<file path="config.mk">
export PLATFORM = sky130hd
export DESIGN_NAME = stopwatch_counter
export DESIGN_NICKNAME = d
export VERILOG_FILES = /design/src/rtl/stopwatch_counter.sv
export SDC_FILE = /design/constraint.sdc
export NUM_CORES = 1
export LEC_CHECK = 0
export ABC_AREA = 1
export CAP_MARGIN = 20
export CORE_ASPECT_RATIO = 0.9
export CORE_MARGIN = 4
export CORE_UTILIZATION = 45
export CTS_CLUSTER_SIZE = 16
export DETAILED_ROUTE_END_ITERATION = 8
export PLACE_DENSITY = 0.7
export SYNTH_ARGS = -nofsm -noshare
export SYNTH_HDL_FRONTEND = slang
export SYNTH_SLANG_ARGS = --single-unit
</file>
<file path="constraint.sdc">
create_clock -name clk -period 1.7 [get_ports clk]
set_clock_uncertainty 0.1 [all_clocks]
set_input_delay 0.34 -clock clk [delete_from_list [all_inputs] [get_ports clk]]
set_output_delay 0.34 -clock clk [all_outputs]
set_load 0.03 [all_outputs]
</file>
<file path="src/rtl/stopwatch_counter.sv">
// stopwatch_counter: BCD SS.hh up/down timing datapath with programmable preset and sticky done flag
module stopwatch_counter #(
    parameter int TICK_DIV = 1_000_000
) (
    input  logic        clk,
    input  logic        resetButton,
    input  logic        reset_i,
    input  logic        cnt_i,
    input  logic        mode_i,
    input  logic        load_i,
    input  logic [15:0] preset_digits_i,
    output logic [15:0] digits_o,
    output logic        tick_o,
    output logic        done_o
);
    localparam int PW = $clog2(TICK_DIV);
    localparam logic [PW-1:0] PS_MAX = PW'(TICK_DIV - 1);
    logic [PW-1:0] prescale_q, prescale_d;
    logic [15:0]   preset_q, preset_d, digits_q, digits_d;
    logic          done_q, done_d, tick_q, tick_d;
    logic [15:0]   up_v, dn_v, nxt, term;
    logic          run, wrap, step, at_end, carry, borrow, preset_ok;
    always_comb begin
        up_v = digits_q;
        carry = 1'b1;
        for (int i = 0; i < 4; i++) begin
            up_v[4*i +: 4] = !carry ? digits_q[4*i +: 4] :
                             digits_q[4*i +: 4] == 4'd9 ? 4'd0 : digits_q[4*i +: 4] + 4'd1;
            carry = carry && digits_q[4*i +: 4] == 4'd9;
        end
    end
    // a borrow out of sec tens only happens from 00.00, which the terminal guard blocks
    always_comb begin
        dn_v = digits_q;
        borrow = 1'b1;
        for (int i = 0; i < 4; i++) begin
            dn_v[4*i +: 4] = !borrow ? digits_q[4*i +: 4] :
                             digits_q[4*i +: 4] == 4'd0 ? 4'd9 : digits_q[4*i +: 4] - 4'd1;
            borrow = borrow && digits_q[4*i +: 4] == 4'd0;
        end
    end
    always_comb begin
        run        = cnt_i && !done_q;
        wrap       = run && prescale_q == PS_MAX;
        step       = wrap && !reset_i;
        term       = mode_i ? 16'h0000 : 16'h5999;
        at_end     = digits_q == term;
        nxt        = mode_i ? dn_v : up_v;
        preset_ok  = preset_digits_i[15:12] <= 4'd5 && preset_digits_i[11:8] <= 4'd9 &&
                     preset_digits_i[7:4] <= 4'd9 && preset_digits_i[3:0] <= 4'd9;
        prescale_d = reset_i || wrap ? '0 : run ? prescale_q + 1'b1 : prescale_q;
        digits_d   = reset_i ? (mode_i ? preset_q : 16'h0000) : step && !at_end ? nxt : digits_q;
        done_d     = reset_i ? 1'b0 : step ? at_end || nxt == term : done_q;
        preset_d   = !reset_i && load_i && !cnt_i && preset_ok ? preset_digits_i : preset_q;
        tick_d     = step;
    end
    always_ff @(posedge clk or posedge resetButton) begin
        if (resetButton) begin
            prescale_q <= '0;
            preset_q   <= 16'h3000;
            digits_q   <= 16'h0000;
            done_q     <= 1'b0;
            tick_q     <= 1'b0;
        end else begin
            prescale_q <= prescale_d;
            preset_q   <= preset_d;
            digits_q   <= digits_d;
            done_q     <= done_d;
            tick_q     <= tick_d;
        end
    end
    assign digits_o = digits_q;
    assign tick_o   = tick_q;
    assign done_o   = done_q;
endmodule

</file>
* Word level (Yosys, flattened, before mapping) *
Cells that the tools add are included.

cells by class
  magnitude comparators = 4
  reductions and logical operators = 27
  bitwise operators = 0
  add/sub/neg operators = 9
  divide/modulo/power cells = 0
  shift operators = 0
  equality and inequality tests = 7
  mux-type cells = 23
  multiply operators = 0

operators with widths
  kind                     count
  $mux W16                 4
  $mux W4                  14
  $mux W20                 2
  $eq A16 B15 Y1           2
  $add A20 B1 Y20 const B  1
  $eq A20 B20 Y1 const B   1
  $add A4 B1 Y4 const B    4
  $eq A4 B4 Y1 const B     4
  $logic_not A4 Y1         4
  $sub A4 B1 Y4 const B    4
  $mux W15                 1
  $logic_and A1 B1 Y1      14
  $le A4 B4 Y1 const B     3
  $reduce_bool A2 Y1       3
  $le A4 B3 Y1 const B     1
  $logic_not A1 Y1         4
  $logic_or A1 B1 Y1       2
  $mux W1                  2

storage, ports and cells
  bits in registers = 54
  bits in latches = 0
  bits of input ports = 22
  word-level logic and storage cells = 75
  memory bits (read-only) = 0
  memory bits (writable) = 0
  memories kept = 0

* Logic depth before layout (Yosys ltp) *
  depth after elaboration = 9
  depth in mapped cells = 16
  mapped depth without buffers = 16

* Least setup slack after synthesis *
Ideal clock, no wire load.

  kind = register to register
  from = reg digits_q[0], in the netlist digits_o[0]
  to = reg done_q, in the netlist done_o
  library setup time = 65 ps
  stages on the path, launching flop included = 15
  arrival time = 1,786 ps
  path slack = -251 ps
  period minus slack after synthesis = 1,951 ps
  required time = 1,535 ps
  buffers on the path = 1
  path through = dfrtp_1 -> buf_4 -> nor2_8 -> nand2_4 -> nor2_8 -> nand2_2 -> nand2_1 -> nand3_1 -> nand2_1 -> nand2_1 -> a21oi_1 -> nand3_1 -> nand2_1 -> nand2_1 -> nand2_1

between the ends
  cells in the longest elaborated chain, start to end = 9
  elaborated cells between the ends (all ways) = 22
  classes of those cells = 2 x add/sub; 3 x eq/ne; 11 x mux; 6 x reduce/logical

RTL lines
  item                                                                   RTL line  RTL
  from (decl)                                                            19        logic [15:0] preset_q, preset_d, digits_q, digits_d;
  from (signal assigned)                                                 67        digits_q <= digits_d;
  parallel branches: the longest is 6 deep, another holds $add A4 B1 Y4  --
  $logic_or A1 B1 Y1 (*)                                                 53        done_d = reset_i ? 1'b0 : step ? at_end || nxt == term : done_q;
  $mux W1 (*) (2 in a row)                                               53
  to (signal assigned)                                                   68        done_q <= done_d;
  to (decl)                                                              20        logic done_q, done_d, tick_q, tick_d;

Mark *: on every way between the ends. The select of a mux whose other input is x is not followed.
A chain may end at the register's enable or synchronous reset.

* Worst setup path in the final report *
  from = reg digits_q[1], in the netlist digits_o[1]
  to = reg done_q, in the netlist done_o

The elaborated chain is that of the path after synthesis.

==> qor.csv <==
metric;value;unit
synth.ff_latch_count;54;
layout-drive-gt1-share;38.5;%
power.density_cell_area;709;nW/µm²
clk_latency;320;ps
cts_tree;yes;
most_common_cell_after_layout_fill_and_taps_aside;sky130_fd_sc_hd__nand2_1;
slew_headroom;75.4;%
clock.fmax;505;MHz
globalRoute.totalOverflow;0;
cells_along_the_critical_path;buf_12, nor2_8, buf_4, nand2_4, nand2_1, nand2_1, nand2_1, nand2_1, nor2_1, nand3_1, a21oi_1, nand3_1, nand2_1, nand2_1, nand2_1;
outcome;complete, but fails checks;
vias_per_cell;5.31;
synth_xor_xnor_area_share;0.455;%
synthMuxAreaShare;0;%
setup.worst_path.end_class;flop;
fp.dieW;105;µm
synth_adder_area_share;0.325;%
worst_path_dominant_cell_family;simple AND/OR/NAND/NOR gates;
setup_viol_count_final;27;
critical_path.n_buffers_inverters;2;
synth-simple-area-share;39.9;%
route.final.wire_length;13.4;mm
first_global_vias;4356;
final_nets;789;
dr.first_iter.drc_count;342;
port_buffers;39;
synth-compound-area-share;13.9;%
drt-pass1-iter-count;7;
cts.htree.levels;2;
worst_path_max_delay_cell;sky130_fd_sc_hd__dfrtp_2;
grt_antenna_before_repair;0;
gp_congestion;0.934;
max_root_sink_buffers;2;
grt_use_total;25.9;%
cts_num_sinks;54;
worstPathMaxFanout;6;
synthesis.instances;589;
setup_total_negative_slack;-3870;ps
number_of_vias_after_detailed_routing;4685;
hp-class;in2reg;
cp_common_cell;sky130_fd_sc_hd__nand2_1;
n_antenna_cell;0;
starting_utilization_of_the_core_area;47.0;%
die_y;95.7;µm
post-dp-hpwl;9.21;mm
seq_area_frac_synth;35.2;%
most-common-layout-cells;sky130_fd_sc_hd__nand2_1, sky130_fd_sc_hd__buf_4, sky130_fd_sc_hd__nand3_1;
wire_length_of_the_first_global_routing_pass;21.0;mm
setup_repair_after_global_routing_missed_its_margin;true;
critPathLaunchType;flop;
worst_ir_drop_vdd;0.377;mV
timing.final.max_slew_violations;0;
post-route-worst-setup-slack;-282;ps
flow.area_growth_from_synthesis;55.1;%
finalHoldViolations;0;
cts_made_buffers;5;
die_area;10100;µm²
crit_arrival;2140;ps
synth.avg_cell_area;6.53;µm²
fin_crit_sh;117;%
ys_warn_count;0;
drcViolationCount;0;
ys_types;39;
synthesis.area;3850;µm²
synth_top_family_by_area;simple AND/OR/NAND/NOR gates;
rows;31;
max_slew.worst_pin.slew;368;ps
cts.root.buffer_cell;sky130_fd_sc_hd__clkbuf_8;
post-layout-total-power;4.23;mW
ioPinCount;40;
antenna_violating_nets_remaining;0;
dp_worst_setup_slack;-566;ps
crit_path_kind;reg2reg;
power.static_leakage;3.01;nW
cap_viol_max_count;0;
worst_setup_hold_path_clk_slew;100;ps
layout_min_cycle_time;1980;ps
wl_per_cell;15.2;µm
critical_path_required;1860;ps
pin_count_of_the_biggest_net_entering_global_routing;55;
failed_checks;negative setup slack;
synth_nets;612;
critPathMaxStageDelay;470;ps
core_area;8180;µm²
-- cells by family after synthesis --
family | count (synthesis)
and+or+nand+nor | 334
AOI/OAI and AO/OA | 99
buffers and inverters | 99
DFF | 54
xor gates and xnor gates | 2
adders and majority gates | 1
-- state kept, by name, summed over array words and instances (netlist names) --
register and count:
digits_o 16, done_o 1, tick_o 1, prescale_q 20, preset_q 16
-- per-layer routing --
layer | wire, µm | vias to the layer above | share of wire [%] | GRT usage [%]
met5 | 0 | - | 0 | 0
met1 | 5770 | 2183 | 43 | 35.1
met2 | 6360 | 196 | 48 | 43.1
li1 | - | 2269 | - | -
met3 | 932 | 37 | 7.0 | 3.55
met4 | 329 | 0 | 2.5 | 8.52
-- report_power, final --
group / leakage [nW] / switching, mW / total (mW) / internal (mW)
sequential: 0.684 / 0.144 / 1.57 / 1.43
combinational: 2.27 / 0.973 / 1.76 / 0.786
clock: 0.0514 / 0.456 / 0.897 / 0.441
total: 3.01 / 1.57 / 4.23 / 2.66
-- Yosys cell counts, drive strengths merged --
library cell  instances  share of area, %
inv                  76               7.4
nand3                64               8.5
nand3b                5              0.98
nor4                  4              0.65
clkinv                2              0.20
or2                   1              0.16
a211oi                1              0.20
dfrtp                52                34
a221oi                2              0.46
o211a                 1              0.26
a21oi                20               2.6
o21a                  1              0.20
o22ai                 5              0.81
nor3                 14               2.0
nand2               176                18
o2111ai               1              0.23
and3                  1              0.16
nor3b                 2              0.39
nor2                 62               8.2
ha                    1              0.33
dfstp                 2               1.4
xor2                  1              0.23
a31oi                 6              0.98
buf                  13               1.8
clkbuf                8              0.78
o21ai                62               8.2
xnor2                 1              0.23
nand4                 5              0.81
-- metrics by stage --
step	utilization (%)	instances	instance area [µm²]	hold slack, ps
2_1_floorplan	-	589	3950	306
3_3_place_gp	65.0	850	5320	378
3_5_place_dp	65.0	850	5320	380
4_1_cts	70.4	874	5760	354
5_1_grt	72.9	882	5970	340
6_report	72.9	882	5970	316
-- timing repair --
action	in CTS	in global routing
pin swaps	17	23
buffers inserted	14	8
gates resized for setup	87	57
setup endpoints to repair	45	55
cloned	3	0
hold buffers	0	0
-- worst paths after layout --
path	from	end	slack (ps)	cells after the start
max in group asynchronous	resetButton	preset_q[13]	850	3
min in group asynchronous	resetButton	digits_o[6]	330	3
min	reset_i	tick_o	320	2
max	digits_o[1]	done_o	-280	15
min reg2reg	preset_q[13]	preset_q[13]	400	2
max reg2reg	digits_o[1]	done_o	-280	15
-- layout make-up --
type                       instances  area [µm²]
clock buffer                       6        72.6
multi-input combinational        438        2470
inverter                          78         307
fill                             643        2220
clock inverter                     2        37.5
tap                              115         144
timing repair buffer             189        1560
sequential                        54        1380
No activity file was read; power rests on OpenSTA's default activity.
